[src/rtl/score_scan_pkg.sv]
// Shared definitions for the Score_RAM scanner: FSM encoding, word field
// positions and default geometry.
package score_scan_pkg;

    localparam int DEF_ENTRIES = 32;
    localparam int DEF_ADDR_W  = 5;
    localparam int DEF_WORD_W  = 16;

    localparam int VALID_BIT = 15;
    localparam int TENS_HI   = 7;
    localparam int TENS_LO   = 4;
    localparam int ONES_HI   = 3;
    localparam int ONES_LO   = 0;
    localparam int SCORE_W   = 8;

    typedef enum logic [1:0] {
        IDLE   = 2'd0,
        SCAN   = 2'd1,
        DRAIN  = 2'd2,
        FINISH = 2'd3
    } state_e;

    function automatic logic bcd_ok(input logic [3:0] digit);
        return digit <= 4'd9;
    endfunction

endpackage

[src/rtl/score_cmp.sv]
// Qualifies one returned Score_RAM word and decides whether it beats the
// running best. Digit checking is enabled by SCORE_SCAN_BCD_CHECK_EN.
module score_cmp
    import score_scan_pkg::*;
#(
    parameter int WORD_W = DEF_WORD_W
) (
    input  logic               en_i,
    input  logic [WORD_W-1:0]  word_i,
    input  logic               best_vld_i,
    input  logic [SCORE_W-1:0] best_score_i,
    output logic               take_o,
    output logic [SCORE_W-1:0] score_o,
    output logic               err_o
);

    logic valid;
    logic digits_ok;
    logic qual;
    logic unused_word_bits;

    assign score_o = {word_i[TENS_HI:TENS_LO], word_i[ONES_HI:ONES_LO]};
    assign valid   = en_i & word_i[VALID_BIT];

`ifdef SCORE_SCAN_BCD_CHECK_EN
    assign digits_ok = bcd_ok(word_i[TENS_HI:TENS_LO]) & bcd_ok(word_i[ONES_HI:ONES_LO]);
`else
    assign digits_ok = 1'b1;
`endif

    assign qual  = valid & digits_ok;
    assign err_o = valid & ~digits_ok;

    // Strictly greater only: entries arrive in ascending address order, so a
    // tie leaves the lower address in place.
    assign take_o = qual & (~best_vld_i | (score_o > best_score_i));

    assign unused_word_bits = ^word_i;

endmodule

[src/rtl/score_scan.sv]
// Scans every Score_RAM entry and reports the highest valid BCD score.
// Define SCORE_SCAN_BCD_CHECK_EN to reject entries with digits above 9.
module score_scan
    import score_scan_pkg::*;
#(
    parameter int ENTRIES = DEF_ENTRIES,
    parameter int ADDR_W  = DEF_ADDR_W,
    parameter int WORD_W  = DEF_WORD_W
) (
    input  logic              clk,
    input  logic              rst,
    input  logic              start,
    output logic [ADDR_W-1:0] scoreRAM_Addr,
    output logic              scoreRAM_RW,
    input  logic [WORD_W-1:0] scoreRAM_Dout,
    output logic              busy,
    output logic              done,
    output logic [ADDR_W-1:0] bestAddr,
    output logic [3:0]        bestTens,
    output logic [3:0]        bestOnes,
    output logic              bestValid,
    output logic              bcdErr
);

    localparam logic [ADDR_W-1:0] LAST_ADDR = ADDR_W'(ENTRIES - 1);

    state_e             state_q, state_d;
    logic [ADDR_W-1:0]  addr_q, addr_d;
    logic               scan_clr;

    logic               cmp_vld_q;
    logic [ADDR_W-1:0]  cmp_addr_q;

    logic               run_vld_q, run_vld_d;
    logic [ADDR_W-1:0]  run_addr_q, run_addr_d;
    logic [SCORE_W-1:0] run_score_q, run_score_d;
    logic               run_err_q, run_err_d;

    logic               best_vld_q;
    logic [ADDR_W-1:0]  best_addr_q;
    logic [SCORE_W-1:0] best_score_q;
    logic               best_err_q;

    logic               take;
    logic [SCORE_W-1:0] cmp_score;
    logic               cmp_err;

    always_comb begin
        state_d  = state_q;
        addr_d   = addr_q;
        busy     = 1'b0;
        done     = 1'b0;
        scan_clr = 1'b0;
        case (state_q)
            IDLE: begin
                if (start) begin
                    state_d  = SCAN;
                    addr_d   = '0;
                    scan_clr = 1'b1;
                end
            end
            SCAN: begin
                busy = 1'b1;
                if (addr_q == LAST_ADDR) begin
                    state_d = DRAIN;
                end else begin
                    addr_d = addr_q + 1'b1;
                end
            end
            DRAIN: begin
                busy    = 1'b1;
                state_d = FINISH;
            end
            FINISH: begin
                done    = 1'b1;
                state_d = IDLE;
            end
            default: state_d = IDLE;
        endcase
    end

    always_ff @(posedge clk) begin
        if (rst) begin
            state_q <= IDLE;
            addr_q  <= '0;
        end else begin
            state_q <= state_d;
            addr_q  <= addr_d;
        end
    end

    assign scoreRAM_Addr = (state_q == SCAN) ? addr_q : '0;
    assign scoreRAM_RW   = 1'b0;

    // Read data lags the address by one cycle; track which address it belongs to.
    always_ff @(posedge clk) begin
        if (rst) begin
            cmp_vld_q  <= 1'b0;
            cmp_addr_q <= '0;
        end else begin
            cmp_vld_q  <= (state_q == SCAN);
            cmp_addr_q <= addr_q;
        end
    end

    score_cmp #(
        .WORD_W(WORD_W)
    ) u_cmp (
        .en_i        (cmp_vld_q),
        .word_i      (scoreRAM_Dout),
        .best_vld_i  (run_vld_q),
        .best_score_i(run_score_q),
        .take_o      (take),
        .score_o     (cmp_score),
        .err_o       (cmp_err)
    );

    always_comb begin
        run_vld_d   = run_vld_q;
        run_addr_d  = run_addr_q;
        run_score_d = run_score_q;
        run_err_d   = run_err_q;
        if (scan_clr) begin
            run_vld_d   = 1'b0;
            run_addr_d  = '0;
            run_score_d = '0;
            run_err_d   = 1'b0;
        end else begin
            if (take) begin
                run_vld_d   = 1'b1;
                run_addr_d  = cmp_addr_q;
                run_score_d = cmp_score;
            end
            if (cmp_err) begin
                run_err_d = 1'b1;
            end
        end
    end

    always_ff @(posedge clk) begin
        if (rst) begin
            run_vld_q   <= 1'b0;
            run_addr_q  <= '0;
            run_score_q <= '0;
            run_err_q   <= 1'b0;
        end else begin
            run_vld_q   <= run_vld_d;
            run_addr_q  <= run_addr_d;
            run_score_q <= run_score_d;
            run_err_q   <= run_err_d;
        end
    end

    // Results are captured on the DRAIN->FINISH edge, including the last
    // compare, so they are visible in the same cycle as done.
    always_ff @(posedge clk) begin
        if (rst) begin
            best_vld_q   <= 1'b0;
            best_addr_q  <= '0;
            best_score_q <= '0;
            best_err_q   <= 1'b0;
        end else if (state_q == DRAIN) begin
            best_vld_q   <= run_vld_d;
            best_addr_q  <= run_addr_d;
            best_score_q <= run_score_d;
            best_err_q   <= run_err_d;
        end
    end

    assign bestValid = best_vld_q;
    assign bestAddr  = best_addr_q;
    assign bestTens  = best_score_q[7:4];
    assign bestOnes  = best_score_q[3:0];
    assign bcdErr    = best_err_q;

endmodule

[config.mk]
export PLATFORM = sky130hd
export DESIGN_NAME = score_scan
export DESIGN_NICKNAME = d
export VERILOG_FILES = /design/src/rtl/score_scan_pkg.sv /design/src/rtl/score_cmp.sv /design/src/rtl/score_scan.sv
export SDC_FILE = /design/constraint.sdc
export NUM_CORES = 1
export LEC_CHECK = 0
export ABC_CLOCK_PERIOD_IN_PS = 3290
export CORE_AREA = 2 2 64 66
export DETAILED_ROUTE_END_ITERATION = 7
export DIE_AREA = 0 0 66 68
export HOLD_SLACK_MARGIN = 0.08
export PLACE_DENSITY = 0.92
export SYNTH_ARGS = -nofsm -noshare
export SYNTH_HDL_FRONTEND = slang
export SYNTH_SLANG_ARGS = --single-unit
[constraint.sdc]
create_clock -name clk -period 3.29 [get_ports clk]
set_input_delay 0.4935 -clock clk [delete_from_list [all_inputs] [get_ports clk]]
set_output_delay 0.4935 -clock clk [all_outputs]
set_load 0.1 [all_outputs]
==> qor.csv <==
stage,metric,value,unit
status,outcome,"finished, final reports clean",
floorplanning,die footprint,4490,sq um
place,DP Area,2250,sq um
synth,post-synthesis xor/xnor area fraction,1.37,%
clock_tree,clock tree buffer depth,2,
critical_path,CP startpoint,scoreRAM_Dout[7],
clock_tree,"Hold-fix buffers, CTS",0,
flow_run,# Max-Cap Violations,0,
synth,Post-Syn Area,1920,sq um
synth,Yosys top cell by area,dfxtp_1,
clock_tree,Sink Count,43,
timing,Least-Margin Pin Slew,970,ps
grt,initial antenna violation count,0,
drt,Post-Route M1 WL,1590,microns
synth,post-synth top area share,44.9,%
critical_path,Worst R2R Setup Slack,1140,ps
drt,DRT Wirelength,3530,microns
synth,simple-gate area share of the yosys netlist,15.9,%
critical_path,worst path bufs/invs,1,
finish,proportion of layout cells with a drive suffix above 1,8.37,%
pwr,Seq pwr share,40.9,%
timing,Final Cycle Share,74.2,%
critical_path,crit path capture type,flop,
clock_tree,Root Driver,clkbuf_8,
critical_path,reg-to-reg startpoint,run_score_q[7],
place,Post-DP HPWL,2640,microns
floorplanning,IO Count,42,
timing,Final Hold Fails,0,
finish,Final Instance Area,2330,sq um
finish,nets,272,
clock_tree,"CTS clk-pin slew, worst paths",80,ps
critical_path,Setup CP Type,in -> reg,
pwr,Power Internal,0.857,mW
critical_path,Crit path largest cell delay,490,ps
pwr,P_sw,0.560,mW
timing,Max Fclk,410,MHz
synth,cells after synthesis,206,
clock_tree,Skew-Pair Late Insertion Delay,290,ps
drt,DRT Pass-1 Iters,4,
drt,# DRC,0,
clock_tree,setup bufs post-CTS,0,
clock_tree,CTS H-Tree Depth,2,
synth,net count after synthesis,240,
place,Placed Cells,281,
pwr,PD cells,609,nW/um^2
synth,count of warnings emitted by yosys,0,
grt,first-pass GRT wire length,6070,microns
critical_path,cell family with the largest share of critical-path delay,compound AO/OA/AOI/OAI gates,
clock_tree,post_cts resized,0,
drt,Max Used Layer,met4,
critical_path,crit path max fanout,13,
hold_path,min-delay worst type,reg -> reg,
hold_path,Hold Path Origin,bestAddr[3],
synth,Synth Area per Inst,9.31,sq um
drt,Via Count,1455,
pwr,Comb pwr share,36.9,%
pwr,clock power share,22.2,%
synth,Synth Area in Adders,9.79,%
critical_path,Worst Path Arrival,2620,ps
floorplanning,Core ar.,3860,sq um
finish,Area growth syn-to-layout,21.5,%
drt,Avg WL per Cell,12.2,microns
synth,top post-synthesis cells by area,"dfxtp_1, ha_1, mux2i_1",
grt,grt ovf,0,
pwr,Overall Power,1.42,mW
synth,mux contribution to synthesized area,7.31,%
synth,sequential fraction of the synthesis area,44.9,%
clock_tree,Num CTS Buffers,5,
pwr,leakage power,0.886,nW
drt,Met3 Wirelength,159,microns
timing,setup TNS,0,ps
place,port bufs,33,
timing,max-slew violations,0,
critical_path,crit path cell chain,clkdlybuf4s50_1 -> ha_1 -> nand4_1 -> a21o_1 -> a21oi_4 -> mux2i_1 -> o21ai_0,
drt,vias per cell,5.03,
floorplanning,die width,66,microns
critical_path,critical path required time,3470,ps
drt,DRT iter0 DRCs,29,
synth,Unique masters post-synth,30,
pwr,Switching Fraction,39.5,%
clock_tree,CTS tree,done,
finish,Finished Layout Cells,289,
floorplanning,initial core utilization,49.7,%
grt,vias in the first global route,1470,
timing,clk_skew,8.24,ps
drt,Antenna Nets Post-Route,0,
grt,pin count of the biggest net entering global routing,20,
floorplanning,chip height,68,microns
timing,setup violators final,0,
critical_path,slowest cell on the critical path,a21oi_4,
timing,unrepaired setup endpoints after global routing,no,
floorplanning,Row Count,23,
drt,DR WL met2,1730,microns
place,global placement routability congestion,0.762,
synth,Compound-Gate Fraction of Synth Area,15.3,%
timing,Rel. slew slack,35.2,%
timing,final setup margin,849,ps
critical_path,Critical Path Source Type,input port,
synth,main combinational cell family by area after synthesis,simple AND/OR/NAND/NOR gates,
finish,ANT cells,0,
grt,GRT Util Overall,17.4,%
timing,Final min period,2440,ps
synth,register bit total from synthesis,43,
place,dpl ws,523,ps
pwr,peak supply drop,0.000403,V
## worst reg2reg max path: stages (launching register included)
cell and delay, ps:
dfxtp_1 330, inv_1 40, ha_1 350, nand4_1 160, a21o_1 220, a21oi_4 490
mux2i_1 320, o21ai_0 130
## metal layers
metal | vias to the layer above | GRT usage, %
met2 | 35 | 32.2
met4 | 0 | 6.38
met5 | - | 0
met1 | 666 | 19.4
met3 | 6 | 4.28
li1 | 748 | -
## path summary, 6_finish.rpt
kind / to / cells past startpoint
min: bestAddr[3] / 2
max: best_score_q[3] / 7
min reg2reg: bestAddr[3] / 2
max reg2reg: best_score_q[3] / 7
## power by group through the flow
stage          clock, mW  sequential, mW  combinational [mW]
2_1_floorplan          0           0.605               0.414
3_5_place_dp           0           0.591               0.525
3_3_place_gp           0           0.590               0.512
6_report           0.315           0.580               0.523
5_1_grt            0.351           0.585               0.574
4_1_cts            0.324           0.579               0.526
## Yosys cell counts
| cell | count |
|---|---|
| a21boi_0 | 1 |
| a21o_1 | 4 |
| a21oi_4 | 1 |
| a2111oi_4 | 1 |
| ha_1 | 15 |
| nand3_1 | 1 |
| buf_4 | 1 |
| and2_1 | 7 |
| buf_12 | 1 |
| nand2_1 | 16 |
| inv_1 | 12 |
| o21bai_1 | 1 |
| o31ai_2 | 1 |
| o211ai_1 | 2 |
| xor2_1 | 2 |
| nand2b_1 | 4 |
| xnor2_1 | 1 |
| mux2i_1 | 14 |
| nor2b_4 | 1 |
| nand4_1 | 3 |
| a211oi_1 | 1 |
| nor2_1 | 22 |
| a21oi_1 | 6 |
| nor2b_1 | 6 |
| and3_1 | 3 |
| conb_1 | 1 |
| dfxtp_1 | 43 |
| clkbuf_1 | 7 |
| o21ai_1 | 10 |
| o21ai_0 | 18 |
## registers in the layout, summed over array words and instances, names as in the netlist, 2 cells and up
register / cells
bestAddr: 5
cmp_addr_q: 5
addr_q: 5
run_score_q: 8
state_q: 2
run_addr_q: 5
best_score_q: 8
## cell families (layout without fill, tap and decap cells)
family,after synthesis,count (layout)
AO/OA/AOI/OAI,46,46
XOR/XNOR,3,3
adder cells (fa/ha/maj),15,15
buffers and inverters,21,54
flip-flops,43,43
multiplexers,14,14
other,1,1
AND/OR/NAND/NOR,63,63
## per-stage QoR
step	hold WS [ps]	util [%]
2_1_floorplan	431	-
3_3_place_gp	444	58.2
3_5_place_dp	451	58.2
4_1_cts	469	60.4
5_1_grt	483	60.4
6_report	467	60.4
## final cells by class
type	instances	area [sq um]
fillers	339	1530
multi-input cells	142	957
flip-flops and latches	43	861
repair buffers	34	320
clock buffers	5	68.8
well taps	50	62.6
inverters	12	45.0
clock inverters	3	15.0
## placed cells by master, fill, tap and decap left out
cell type,count
a2111oi_4,1
a211oi_1,1
a21boi_0,1
a21o_1,4
a21oi_1,6
a21oi_4,1
and2_1,7
and3_1,3
buf_4,8
clkbuf_8,5
clkdlybuf4s50_1,26
clkinv_2,3
conb_1,1
dfxtp_1,43
ha_1,15
inv_1,12
mux2i_1,14
nand2_1,16
nand2b_1,4
nand3_1,1
nand4_1,3
nor2_1,22
nor2b_1,6
nor2b_4,1
o211ai_1,2
o21ai_0,18
o21ai_1,10
o21bai_1,1
o31ai_2,1
xnor2_1,1
xor2_1,2
(Power assumes the default switching activity.)
